<file path="src/rtl/dmem_arbiter.sv">
// Round-robin arbiter sharing one data memory port between the core load/store
// path (requester 0) and a DMA/loader (requester 1), with a single registered command stage.
module dmem_arbiter #(
  parameter int unsigned ADDR_W = 5,
  parameter int unsigned DATA_W = 32,
  parameter int unsigned SIZE_W = 3
) (
  input  logic              clk,
  input  logic              rst,
  input  logic              m0_req,
  input  logic              m0_we,
  input  logic [ADDR_W-1:0] m0_addr,
  input  logic [SIZE_W-1:0] m0_size,
  input  logic [DATA_W-1:0] m0_wdata,
  output logic              m0_gnt,
  output logic              m0_rvalid,
  output logic [DATA_W-1:0] m0_rdata,
  input  logic              m1_req,
  input  logic              m1_we,
  input  logic [ADDR_W-1:0] m1_addr,
  input  logic [SIZE_W-1:0] m1_size,
  input  logic [DATA_W-1:0] m1_wdata,
  output logic              m1_gnt,
  output logic              m1_rvalid,
  output logic [DATA_W-1:0] m1_rdata,
  output logic              d_we,
  output logic [ADDR_W-1:0] daddr,
  output logic [DATA_W-1:0] dwdata,
  output logic [SIZE_W-1:0] size_control,
  input  logic [DATA_W-1:0] drdata
);

  logic              cmd_valid_q, cmd_valid_d;
  logic              cmd_owner_q, cmd_owner_d;
  logic              last_gnt_q,  last_gnt_d;
  logic              cmd_we_q,    cmd_we_d;
  logic [ADDR_W-1:0] cmd_addr_q,  cmd_addr_d;
  logic [SIZE_W-1:0] cmd_size_q,  cmd_size_d;
  logic [DATA_W-1:0] cmd_wdata_q, cmd_wdata_d;
  logic              gnt0, gnt1;
  logic              live;

  // Arbitration: on contention the requester that did not win last time goes.
  always_comb begin
    gnt0 = 1'b0;
    gnt1 = 1'b0;
    if (!rst) begin
      if (m0_req && m1_req) begin
        if (last_gnt_q) gnt0 = 1'b1;
        else            gnt1 = 1'b1;
      end else if (m0_req) begin
        gnt0 = 1'b1;
      end else if (m1_req) begin
        gnt1 = 1'b1;
      end
    end
  end

  assign m0_gnt = gnt0;
  assign m1_gnt = gnt1;

  // Command stage next state: fields hold when nothing is accepted.
  always_comb begin
    cmd_valid_d = gnt0 | gnt1;
    cmd_owner_d = cmd_owner_q;
    last_gnt_d  = last_gnt_q;
    cmd_we_d    = cmd_we_q;
    cmd_addr_d  = cmd_addr_q;
    cmd_size_d  = cmd_size_q;
    cmd_wdata_d = cmd_wdata_q;
    if (gnt0) begin
      cmd_owner_d = 1'b0;
      last_gnt_d  = 1'b0;
      cmd_we_d    = m0_we;
      cmd_addr_d  = m0_addr;
      cmd_size_d  = m0_size;
      cmd_wdata_d = m0_wdata;
    end else if (gnt1) begin
      cmd_owner_d = 1'b1;
      last_gnt_d  = 1'b1;
      cmd_we_d    = m1_we;
      cmd_addr_d  = m1_addr;
      cmd_size_d  = m1_size;
      cmd_wdata_d = m1_wdata;
    end
  end

  always_ff @(posedge clk) begin
    if (rst) begin
      cmd_valid_q <= 1'b0;
      cmd_owner_q <= 1'b0;
      last_gnt_q  <= 1'b1;
      cmd_we_q    <= 1'b0;
      cmd_addr_q  <= '0;
      cmd_size_q  <= '0;
      cmd_wdata_q <= '0;
    end else begin
      cmd_valid_q <= cmd_valid_d;
      cmd_owner_q <= cmd_owner_d;
      last_gnt_q  <= last_gnt_d;
      cmd_we_q    <= cmd_we_d;
      cmd_addr_q  <= cmd_addr_d;
      cmd_size_q  <= cmd_size_d;
      cmd_wdata_q <= cmd_wdata_d;
    end
  end

  // An in-flight command is killed the moment reset asserts, so no write lands.
  always_comb begin
    live         = cmd_valid_q & ~rst;
    d_we         = live & cmd_we_q;
    daddr        = live ? cmd_addr_q  : '0;
    dwdata       = live ? cmd_wdata_q : '0;
    size_control = live ? cmd_size_q  : '0;
    m0_rvalid    = live & ~cmd_we_q & ~cmd_owner_q;
    m1_rvalid    = live & ~cmd_we_q &  cmd_owner_q;
    m0_rdata     = m0_rvalid ? drdata : '0;
    m1_rdata     = m1_rvalid ? drdata : '0;
  end

endmodule

</file>
<file path="config.mk">
export PLATFORM = sky130hd
export DESIGN_NAME = dmem_arbiter
export DESIGN_NICKNAME = d
export VERILOG_FILES = /design/src/rtl/dmem_arbiter.sv
export SDC_FILE = /design/constraint.sdc
export NUM_CORES = 1
export LEC_CHECK = 0
export CELL_PAD_IN_SITES_DETAIL_PLACEMENT = 1
export CELL_PAD_IN_SITES_GLOBAL_PLACEMENT = 1
export CORE_MARGIN = 3
export CORE_UTILIZATION = 35
export CTS_CLUSTER_DIAMETER = 100
export CTS_CLUSTER_SIZE = 30
export DETAILED_ROUTE_END_ITERATION = 16
export DONT_BUFFER_PORTS = 1
export GPL_TIMING_DRIVEN = 0
export HOLD_SLACK_MARGIN = 0.05
export PLACE_DENSITY = 0.64
export SKIP_CTS_REPAIR_TIMING = 1
export SYNTH_ARGS = -nofsm -noshare
export SYNTH_HDL_FRONTEND = slang
export SYNTH_SLANG_ARGS = --single-unit
</file>
<file path="constraint.sdc">
create_clock -name clk -period 1.3 [get_ports clk]
set_input_delay 0.195 -clock clk [delete_from_list [all_inputs] [get_ports clk]]
set_output_delay 0.195 -clock clk [all_outputs]
set_load 0.01 [all_outputs]
</file>
==> results of run 1 <==
## synth_stat cells (2+ instances only)
cell,number
sky130_fd_sc_hd__dfxtp_1,44
sky130_fd_sc_hd__nor2_1,45
sky130_fd_sc_hd__buf_6,3
sky130_fd_sc_hd__buf_2,21
sky130_fd_sc_hd__and2_1,105
sky130_fd_sc_hd__nor3_1,41
sky130_fd_sc_hd__o221a_1,39
sky130_fd_sc_hd__o221a_2,2
sky130_fd_sc_hd__clkbuf_1,8
sky130_fd_sc_hd__a21oi_1,2
sky130_fd_sc_hd__nand2_1,5
## cells by family (layout without fill, tap and decap cells)
group | after synthesis | count (layout) | synth area share, %
simple gates | 200 | 200 | 41.72
buf+inv | 34 | 58 | 6.851
flops | 44 | 44 | 33.49
compound gates | 43 | 43 | 17.94
## cell type report
cell class              instances  area share (%)
plain buffers                  33           7.684
clock buffers                   6           2.132
clock inverters                 2           1.029
inverters                       1          0.1103
multi-input cells             243           54.15
flip-flops and latches         44           25.96
well taps                      96           3.529
repair buffers                 16           5.404
## sequential cells by signal, indices dropped and copies added, names as in the netlist
| signal | flops |
|---|---|
| cmd_addr_q | 5 |
| cmd_owner_q | 1 |
| cmd_size_q | 3 |
| cmd_valid_q | 1 |
| cmd_wdata_q | 32 |
| cmd_we_q | 1 |
| last_gnt_q | 1 |
## report_power, final
group	internal, mW	leakage (nW)	switching (mW)
Clock	0.571	0.0552	0.472
Combinational	0.365	0.986	0.369
Sequential	1.46	0.367	0.0626
## layer usage
metal / vias to the layer above / global-route usage (%) / part of all wire (%)
li1: 1148 / - / -
met1: 1171 / 22.85 / 35
met2: 130 / 37.28 / 52
met3: 14 / 7.555 / 9.7
met4: 0 / 6.960 / 2.4
met5: - / 0 / 0
## how the worst max path moves through the flow
| stage | end | depth (start not counted) | startpoint | slack [ns] |
|---|---|---|---|---|
| global route | m1_rdata[9] | 4 | cmd_valid_q | -0.43 |
| floorplan | m0_rdata[22] | 4 | cmd_valid_q | 0.02 |
| CTS | m1_rdata[27] | 4 | cmd_valid_q | -0.60 |
| finish | m1_rdata[9] | 4 | cmd_valid_q | -0.35 |
| global placement | m1_rdata[27] | 4 | cmd_valid_q | -0.26 |
| detailed placement | m1_rdata[27] | 4 | cmd_valid_q | -0.26 |
==> results by stage, run 1 <==
Setup path:
- Together, buffers and inverters on the worst path number 1.
- The worst register-to-register path ends at cmd_wdata_q[23].
- For the worst setup path, the data required time is 1.11 ns.
- The slowest stage of the critical path belongs to the cell sky130_fd_sc_hd__dfxtp_2.
- The type of the worst setup path is register to primary output.
- The signal on the critical path passes through nor2b_4 > and3b_2 > buf_4 > and2_1.
- The worst setup path is launched from a register.
- The largest stage delay on the critical path is ~0.32 ns.
- The worst setup path is captured at a primary output.
- Data arrives at the worst endpoint at between 1 and 1.5 ns.
- In this run the worst path has a maximum fanout of 10.
- The source of the worst register-to-register timing path is last_gnt_q.
- The setup slack of the worst register-to-register path is ~0.06 ns.
- The number of cells on the worst reg-to-reg path is 5.
- The cell family contributing the most delay on the critical path is simple AND/OR/NAND/NOR gates.

Clocking:
- TritonCTS built the clock tree.
- The root buffer cell is sky130_fd_sc_hd__clkbuf_8.
- TritonCTS created 5 clock buffers.
- No sink is reached through more buffers than the 2 on the longest clock path.
- Clock-pin slew was measured on the worst setup and hold paths at 0.09 ns.
- The insertion delay of the later-clocked pin in the worst-skew pair is approximately 0.29 ns.
- The depth of the CTS H-tree is 2.
- The number of sinks on the clock net is between 40 and 50.

Synthesis:
- The net count after synthesis is 439.
- The mean instance size in the synthesized netlist is roughly 8.2 µm².
- The number of distinct standard cells referenced by the synthesized netlist is 17.
- The cell area that synthesis handed to floorplanning was roughly 0.0026 mm².
- The synthesis warning total is 0.
- The proportion of netlist area held by the largest area contributor is roughly a third.
- In the synthesized netlist the async set-or-reset flop fraction comes to 0%.
- The fraction of the yosys area taken by sequential cells is 33.49%.
- Sorting the synthesized cells by area gives the leading types as sky130_fd_sc_hd__dfxtp_1, sky130_fd_sc_hd__and2_1, sky130_fd_sc_hd__o221a_1.
- The most used flip-flop cell after synthesis is sky130_fd_sc_hd__dfxtp_1.
- The number of instances in the synthesized netlist is ~320.
- The cell taking the most area after synthesis is sky130_fd_sc_hd__dfxtp_1.
- The synthesized design contains 0 enable-type register cells.
- In this run, synthesis produced a sequential element count of 44.

Floorplanning:
- The die is 92.69 µm wide.
- The vertical die dimension is 92.69 µm.
- For this design the top-level I/O count stands at 227.
- The area of the core is ~0.0070 mm².
- The die area is 0.008591 mm².
- Once the floorplan was initialized, standard cells occupied between 30% and 40% of the core.
- The initialized floorplan defines 30 standard-cell rows.

Global routing:
- The total routing resource utilization after global routing is a little over a fifth.
- The leftover overflow at the end of global routing is 0.
- The first-pass GRT wire length is between 10,000 and 15,000 µm.
- The initial antenna violation count was 0.
- The maximum number of pins on one net before global-route repair is 14.
- The number of global-route vias before repair is 2,574.

Placement:
- In this run, placement finished with an instance count of between 400 and 500.
- The worst setup slack before clock tree synthesis is -0.2629 ns.
- The placed instance area is between 0.002 and 0.003 mm².
- The global placer's final weighted congestion is just over 0.8.
- Detailed placement ended at an HPWL of roughly 7500 µm.
- The number of buffers inserted by port buffering is 0.

Status:
- The run finished, with violations left.
- The final reports fail on setup timing.

Finish:
- Leaving out fill and tap cells, the most frequent cell in the layout is sky130_fd_sc_hd__and2_4.
- The share of cells above drive strength 1 is 45.80%.
- Once layout is done, the placed cells without fillers occupy approximately 0.0034 mm².
- The number of nets in the finished design is roughly 460.
- The repair_antennas step left the layout with diodes totalling 0.
- The multi-input combinational cell area is 0.001843 mm².
- For this run, the share of the core covered by cells in the final layout is about half.
- The fill cell instance count of the final layout is between 800 and 900.
- Across the whole layout, storage elements account for about 880 µm².
- For this run, the number of standard cells in the final layout without fillers is 441.
- The top cell types in the final layout, fill and taps aside, are sky130_fd_sc_hd__and2_4, sky130_fd_sc_hd__nor2_1, sky130_fd_sc_hd__dfxtp_1.
- The area overhead of the layout relative to synthesis is 29.40%.

STA:
- Subtracting the final worst setup slack from the clock period gives ~1.7 ns.
- For the final routed database, the setup TNS stands at -26.15 ns.
- The worst clock skew on the final layout is 0.008085 ns.
- The final hold violation count is 0.
- The final critical path takes up 127.0% of the cycle.
- The final count of pins violating max slew came to 0.
- The least setup slack across all paths after layout is -0.3512 ns.
- Setup violations remaining at the end of the flow were counted as around 110.
- Setup repair after global routing could not meet its margin everywhere.
- At the pin with the least slew margin, the transition time is between 0.6 and 0.7 ns.
- The highest clock frequency the design can meet is 605.6 MHz.
- The tightest slew margin relative to the limit is 59.84%.
- The smallest hold slack is slightly below 0.07 ns.

Route:
- Across all layers, the routed design uses around 2,500 vias.
- After detailed routing, the average wire length per cell comes to between 20 and 25 µm.
- The detailed router finished its first iteration with 43 violations.
- The wire length after detailed routing is just over 10,000 µm.
- The number of iterations in the first detailed-routing pass is 4.
- For this run, design rule violations remaining after detail routing come to 0.
- Using the TritonRoute via totals, the vias-per-cell ratio works out to between 5 and 6.
- Once detail routing completed, the nets flagged for antenna violations numbered 0.

Flow run:
- The total of max-cap violations is 0.

Min path:
- The count of cells along the worst hold path is 1.
- The hold path endpoint is cmd_wdata_q[8].
- The start point of the worst min-delay path is m0_wdata[8].
- The path class of the tightest hold or removal check is input pin to register.

Power and ir drop:
- In this run the static leakage power is about 1.4 nW.
- IR analysis of the VDD net gives a maximum drop of 0.5837 mV.
- The power density relative to cell area is slightly below 1000 mW/mm².
- The total power is ~3.3 mW.
No activity file was read; power rests on OpenSTA's default activity.
==> run 2, diff against run 1 <==
- CORE_MARGIN: 3 -> not set
==> run 2 against run 1 <==
  * The run still ends with setup timing left
  * Critical path depth rose by 1
  * Count of clock-buffer cells in the layout decreased by 1
  * Sequential share of layout area is 0.085 points higher
  * Register-to-register slack got worse by 0.02 ns
  * Routed wire length is 6.6% lower
  * Hold slack gained 0.0015 ns
  * First-iteration DRC count is 110% higher
  * Worst setup slack improved by 0.019 ns
  * Core utilization fell by 1.7 points
  * Cell count increased by 0.68%
==> results by stage, run 2 (synthesis gave the netlist of run 1 again) <==
Floorplanning:
- The width of the die is between 80 and 90 µm.
- Once the floorplan was initialized, standard cells occupied 36.26% of the core.
- The die area is roughly 0.008 mm².
- The floorplan step defined a core boundary enclosing ~0.0073 mm².
- The vertical die dimension is about 89 µm.
- The initialized floorplan defines 31 standard-cell rows.
- For this design the top-level I/O count stands at approximately 230.

STA:
- The highest clock frequency the design can meet is a little over 600 MHz.
- Between clock sinks in the finished design, the worst skew comes to 0.003271 ns.
- The number of setup violations in the final report is 108.
- After layout, the worst setup slack is -0.3323 ns.
- In this run the tightest slew margin relative to its limit is 60.23%.
- The final hold violation count is 0.
- The smallest clock period supported by the final layout is computed as approximately 1.6 ns.
- The slew at the pin closest to its max-slew limit is ~0.6 ns.
- Setup repair after global routing could not meet its margin everywhere.
- The smallest hold slack is roughly 0.069 ns.
- Dividing the final minimum period by the clock period gives 125.6%.
- For the final routed database, the setup TNS stands at -24.30 ns.
- The final count of pins violating max slew is 0.

Route:
- For this run, design rule violations remaining after detail routing come to 0.
- For this block, the initial DRC count from the detailed router was a little over 90.
- The first detailed-routing pass ran for 4 iterations.
- Dividing the detail-routed via count by the number of cells gives approximately 5.6.
- In this run the remaining antenna-violating nets after routing total 0.
- The wire length after detailed routing is 9439 µm.
- The routed layout has roughly 2,500 vias.
- The routed wire length per instance is between 20 and 25 µm.

Finish:
- The top cell types in the final layout, fill and taps aside, are sky130_fd_sc_hd__and2_4, sky130_fd_sc_hd__nor2_1, sky130_fd_sc_hd__nor3_1, sky130_fd_sc_hd__dfxtp_1, sky130_fd_sc_hd__o221a_1.
- The share of cells above drive strength 1 is 48.12%.
- The register name with the most flops is cmd_wdata_q.
- The area overhead of the layout relative to synthesis is 29.16%.
- At the end of the flow the core is filled with cells to between 40 and 50%.
- The number of nets in the finished design is 464.
- The count of antenna diodes in the layout is 0.
- The most frequent standard cell in the layout excluding fill and tap cells is sky130_fd_sc_hd__and2_4.
- The final cell area excluding filler cells is 0.003397 mm².
- The number of flip-flops under the largest register name is 32.
- In the final layout, the registers with the most flip-flops are cmd_wdata_q (32), cmd_addr_q (5), cmd_size_q (3).
- The filler-free cell count of the finished design is 444.

Placement:
- Summed over all nets, the half-perimeter wirelength after detailed placement is 6993 µm.
- Routability-driven placement finished with a final weighted congestion of 0.7562.
- Including well taps, the total number of placed cells is 420.
- The number of buffers inserted by port buffering is 0.
- The worst setup slack before clock tree synthesis is -0.2810 ns.
- In this run the cell area measured after placement is approximately 0.0028 mm².

Setup path:
- In this design, the stage delay of the slowest critical-path cell is 0.32 ns.
- The maximum fanout encountered on the critical timing path is 10.
- The kind of start point of the critical path is a register.
- The sum of buffers and inverters on the critical path is 2.
- The required time of the critical path is 1.11 ns.
- The worst setup path is captured at a primary output.
- The signal arrival time at the worst endpoint is approximately 1.4 ns.
- The worst setup path is of the register to primary output kind.
- Among all stages on the critical path, the largest delay is contributed by sky130_fd_sc_hd__dfxtp_2.
- The critical path goes through nor2b_4 > nor3b_4 > buf_6 > buf_8 > and2_4.
- The top cell family by delay on the critical path is simple AND/OR/NAND/NOR gates.

Global routing:
- The first global-routing pass estimated between 10,000 and 15,000 µm of wire.
- The initial antenna violation count is 0.
- The number of global-route vias before repair was between 2,000 and 2,500.
- The leftover overflow at the end of global routing is 0.
- Entering global routing, the biggest net connects 13 pins.
- The total routing resource utilization after global routing is between 20% and 30%.

Clocking:
- The insertion delay of the later-clocked pin in the worst-skew pair is ~0.29 ns.
- The root buffer cell is sky130_fd_sc_hd__clkbuf_8.
- The depth of the CTS H-tree is 2.
- The TritonCTS clock tree is yes.
- The number of sinks on the clock net is 44.
- The number of clock buffers added by TritonCTS is 5.
- No sink is reached through more buffers than the 2 on the longest clock path.
- Clock-pin slew was measured on the worst setup and hold paths at 0.08 ns.

Min path:
- The path class of the lowest-slack min-delay path is input pin to register.

Power and ir drop:
- For this design the static power due to leakage is around 1.4 nW.
- In this run the power density over the cells is around 960 mW/mm².
- The worst IR drop on VDD is around 0.6 mV.
- Power comes to ~3.3 mW.

Status:
- The flow ran to the end, but the final reports show violations.
- The final reports fail on setup timing.

Flow run:
- The total of max-cap violations is 0.
## run 2: final timing paths
| kind | from | end | slack, ns | cells past startpoint |
|---|---|---|---|---|
| worst min register to register | last_gnt_q | last_gnt_q | 0.50 | 2 |
| worst max register to register | last_gnt_q | cmd_wdata_q[4] | 0.04 | 6 |
| worst max-delay path | cmd_valid_q | m0_rdata[25] | -0.33 | 5 |
| worst min-delay path | m0_wdata[16] | cmd_wdata_q[16] | 0.07 | 1 |
## run 2: worst reg2reg max path: cells and delay by family (launching register included)
family / cells / cell delay (ns)
buf+inv: 3 / 0.40
flops: 1 / 0.36
compound gates: 1 / 0.21
simple gates: 2 / 0.20
## run 2: area by class of cell
| type | instances | area (µm²) |
|---|---|---|
| clock inverters | 1 | 30.03 |
| repair buffers | 18 | 163.9 |
| well taps | 99 | 123.9 |
| clock buffers | 5 | 68.82 |
| flip-flops and latches | 44 | 884.6 |
| fillers | 822 | 3856 |
| multi-input cells | 243 | 1858 |
| plain buffers | 33 | 264.0 |
| inverters | 1 | 3.754 |
## run 2: report_power, final
group	internal [mW]	switching, mW
logic	0.361	0.363
clock network	0.552	0.467
registers	1.47	0.0651
total	2.38	0.895
## run 2: metal layers
layer / GRT usage [%] / routed length, µm
met2: 38.60 / 4985
met5: 0 / 0
met3: 5.410 / 862
met4: 3.959 / 44
met1: 24.46 / 3547
==> run 3, diff against run 2 <==
- CORE_AREA: not set -> 2 2 88 90
- CORE_UTILIZATION: 35 -> not set
- DIE_AREA: not set -> 0 0 90 92
- PLACE_DENSITY: 0.64 -> 0.66
==> run 3 against run 2 <==
  * The run still ends with setup timing left
  * Design area rose by 0.81%
  * Non-clock buffer count rose by 4
  * Core utilization fell by 0.85 points
  * Maximum frequency fell by 3.8%
  * Power fell by 2.1%
  * Die area rose by 5.3%
  * Via count rose by 0.97%
  * Cell count rose by 2.0%
  * Global-route usage fell by 0.26 points
  * Largest power group unchanged
==> results by stage, run 3 (synthesis gave the netlist of run 1 again) <==
Status:
- The flow ran to the end, but the final reports show violations.
- The final reports fail on setup timing.

STA:
- Across all hold checks on the routed design, the worst slack comes to around 0.065 ns.
- The share of the clock period used by the worst path after layout is 130.5%.
- The final count of pins violating max slew is 0.
- The tightest slew margin relative to the limit is around three fifths.
- Across the routed clock network, the largest skew measured is 0.009121 ns.
- The number of setup violations in the final report is 108.
- The final hold violation count is 0.
- Once routing completed, OpenROAD measured the worst setup slack at -0.3961 ns.
- Setup repair after global routing could not meet its margin everywhere.
- The highest clock frequency the design can meet is just under 600 MHz.
- The time the worst path needs with I/O delays and setup is between 1.5 and 2 ns.
- The slew at the pin closest to its max-slew limit is roughly 0.6 ns.

Finish:
- The area overhead of the layout relative to synthesis is 30.21%.
- The register with the most flip-flops in the layout has 32 of them.
- In the final layout, the registers with the most flip-flops are cmd_wdata_q (32), cmd_addr_q (5), cmd_size_q (3).
- The count of antenna diodes in the layout is 0.
- Of the cells placed in the final design, the portion with a size suffix greater than 1 is 47.58%.
- For this run, the share of the core covered by cells in the final layout is between 40% and 50%.
- The most frequent standard cell in the layout excluding fill and tap cells is sky130_fd_sc_hd__and2_4.
- In the layout the commonest cells are sky130_fd_sc_hd__and2_4, sky130_fd_sc_hd__nor2_1, sky130_fd_sc_hd__dfxtp_1.
- At the end of the flow, the number of nets in the layout was ~470.
- The register name with the most flops is cmd_wdata_q.

Route:
- For this block, the via count after detailed routing is roughly 2,500.
- In the routed design, unresolved DRC markers number 0.
- In the routed layout, each cell is associated on average with a via count of 5.506.
- The number of iterations in the first detailed-routing pass is 4.
- The wire length after detailed routing is 9828 µm.
- The count of nets left with antenna violations after detail routing is 0.
- The routed wire length per instance is 21.70 µm.
- The number of DRC violations after detailed-routing iteration 0 is 75.

Setup path:
- Along the worst path, the maximum fanout reaches 10.
- The setup path with the least slack is of type register to primary output.
- The signal arrival time at the worst endpoint is 1.50 ns.
- STA puts the critical path data required time at 1.11 ns.
- The type of destination of the critical path is a primary output.
- The kind of start point of the critical path is a register.

Floorplanning:
- Measured along the x axis, the die boundary spans 90 µm.
- During I/O placement, the number of pins put on the boundary was 227.
- The area of the core is around 0.0074 mm².
- The initial utilization of the core area, before any placement, comes to a little over a third.
- The die area is 0.008280 mm².
- The vertical die dimension is about 90 µm.
- The floorplan has 32 rows.

Global routing:
- The initial antenna violation count is 0.
- The maximum number of pins on one net before global-route repair is 15.
- The number of global-route vias before repair is approximately 2,500.
- In the global route stage, overall resource usage came out at between 20 and 25%.
- The first global-routing pass estimated 13,650 µm of wire.
- The total overflow left after global routing is 0.

Power and ir drop:
- The worst IR drop on VDD is between 0.4 and 0.5 mV.
- The power density relative to cell area is just over 900 mW/mm².
- Summed over all cells, the static leakage comes to about 1.4 nW.
- The total power is about 3.2 mW.

Clocking:
- The insertion delay of the later-clocked pin in the worst-skew pair is 0.29 ns.
- The clock transition at the registers of the reported paths is roughly 0.090 ns.
- The depth of the CTS H-tree is 2.
- Counting along the longest clock path gives a buffer depth of 2.
- The number of sinks on the clock net is 44.
- TritonCTS built the clock tree.
- The tree is rooted in a sky130_fd_sc_hd__clkbuf_8.
- The TritonCTS buffer count is 5.

Placement:
- Detailed placement ended at an HPWL of around 7400 µm.
- The worst setup slack before clock tree synthesis is -0.2892 ns.
- Buffers placed on the I/O ports in this run total 0.
- The global placer's final weighted congestion is just over 0.7.

Flow run:
- Max-cap violations in this run came to 0.

Min path:
- The tightest min-delay check is of the input pin to register type.
[run 3: routing by layer]
metal  up-vias  part of all wire [%]  global-route usage [%]
met4         0                   1.1                   4.615
met1      1200                    38                   22.65
met3         6                   8.7                   7.395
li1       1163                     -                       -
met2       125                    52                   38.28
met5         -                     0                       0
[run 3: worst paths after layout]
check,start,to,slack [ns],cells after the start
max reg2reg,last_gnt_q,cmd_addr_q[1],0.04,5
min,m0_wdata[24],cmd_wdata_q[24],0.07,1
min reg2reg,cmd_owner_q,cmd_owner_q,0.51,2
max,cmd_valid_q,m0_rdata[20],-0.40,5
[run 3: power by group]
part / switching, mW / internal, mW / total, mW
registers: 0.0674 / 1.46 / 1.53
logic: 0.366 / 0.367 / 0.733
clock network: 0.504 / 0.436 / 0.940
total: 0.938 / 2.27 / 3.20
[run 3: area by class of cell]
cell class              count  area, µm²
multi-input cells         243       1848
fillers                   877       4023
clock buffers               6      82.58
clock inverters             2      13.76
plain buffers              33      267.8
repair buffers             22      197.7
inverters                   1      3.754
well taps                 102      127.6
flip-flops and latches     44      883.3
[run 3: worst max-delay path: stages, from the launching register on]
cell	delay, ns
sky130_fd_sc_hd__dfxtp_2	0.32
sky130_fd_sc_hd__nor2b_4	0.17
sky130_fd_sc_hd__nor3b_4	0.21
sky130_fd_sc_hd__buf_6	0.17
sky130_fd_sc_hd__buf_6	0.13
sky130_fd_sc_hd__and2_1	0.19
[run 3: metrics by stage]
step,setup TNS (ns),cells,instance area [µm²]
after detailed placement,-13.57,423,2758
after global routing,-37.41,453,3425
after global placement,-11.88,423,2758
after CTS,-50.04,431,2854
final,-29.17,453,3425
after floorplan,0,321,2630
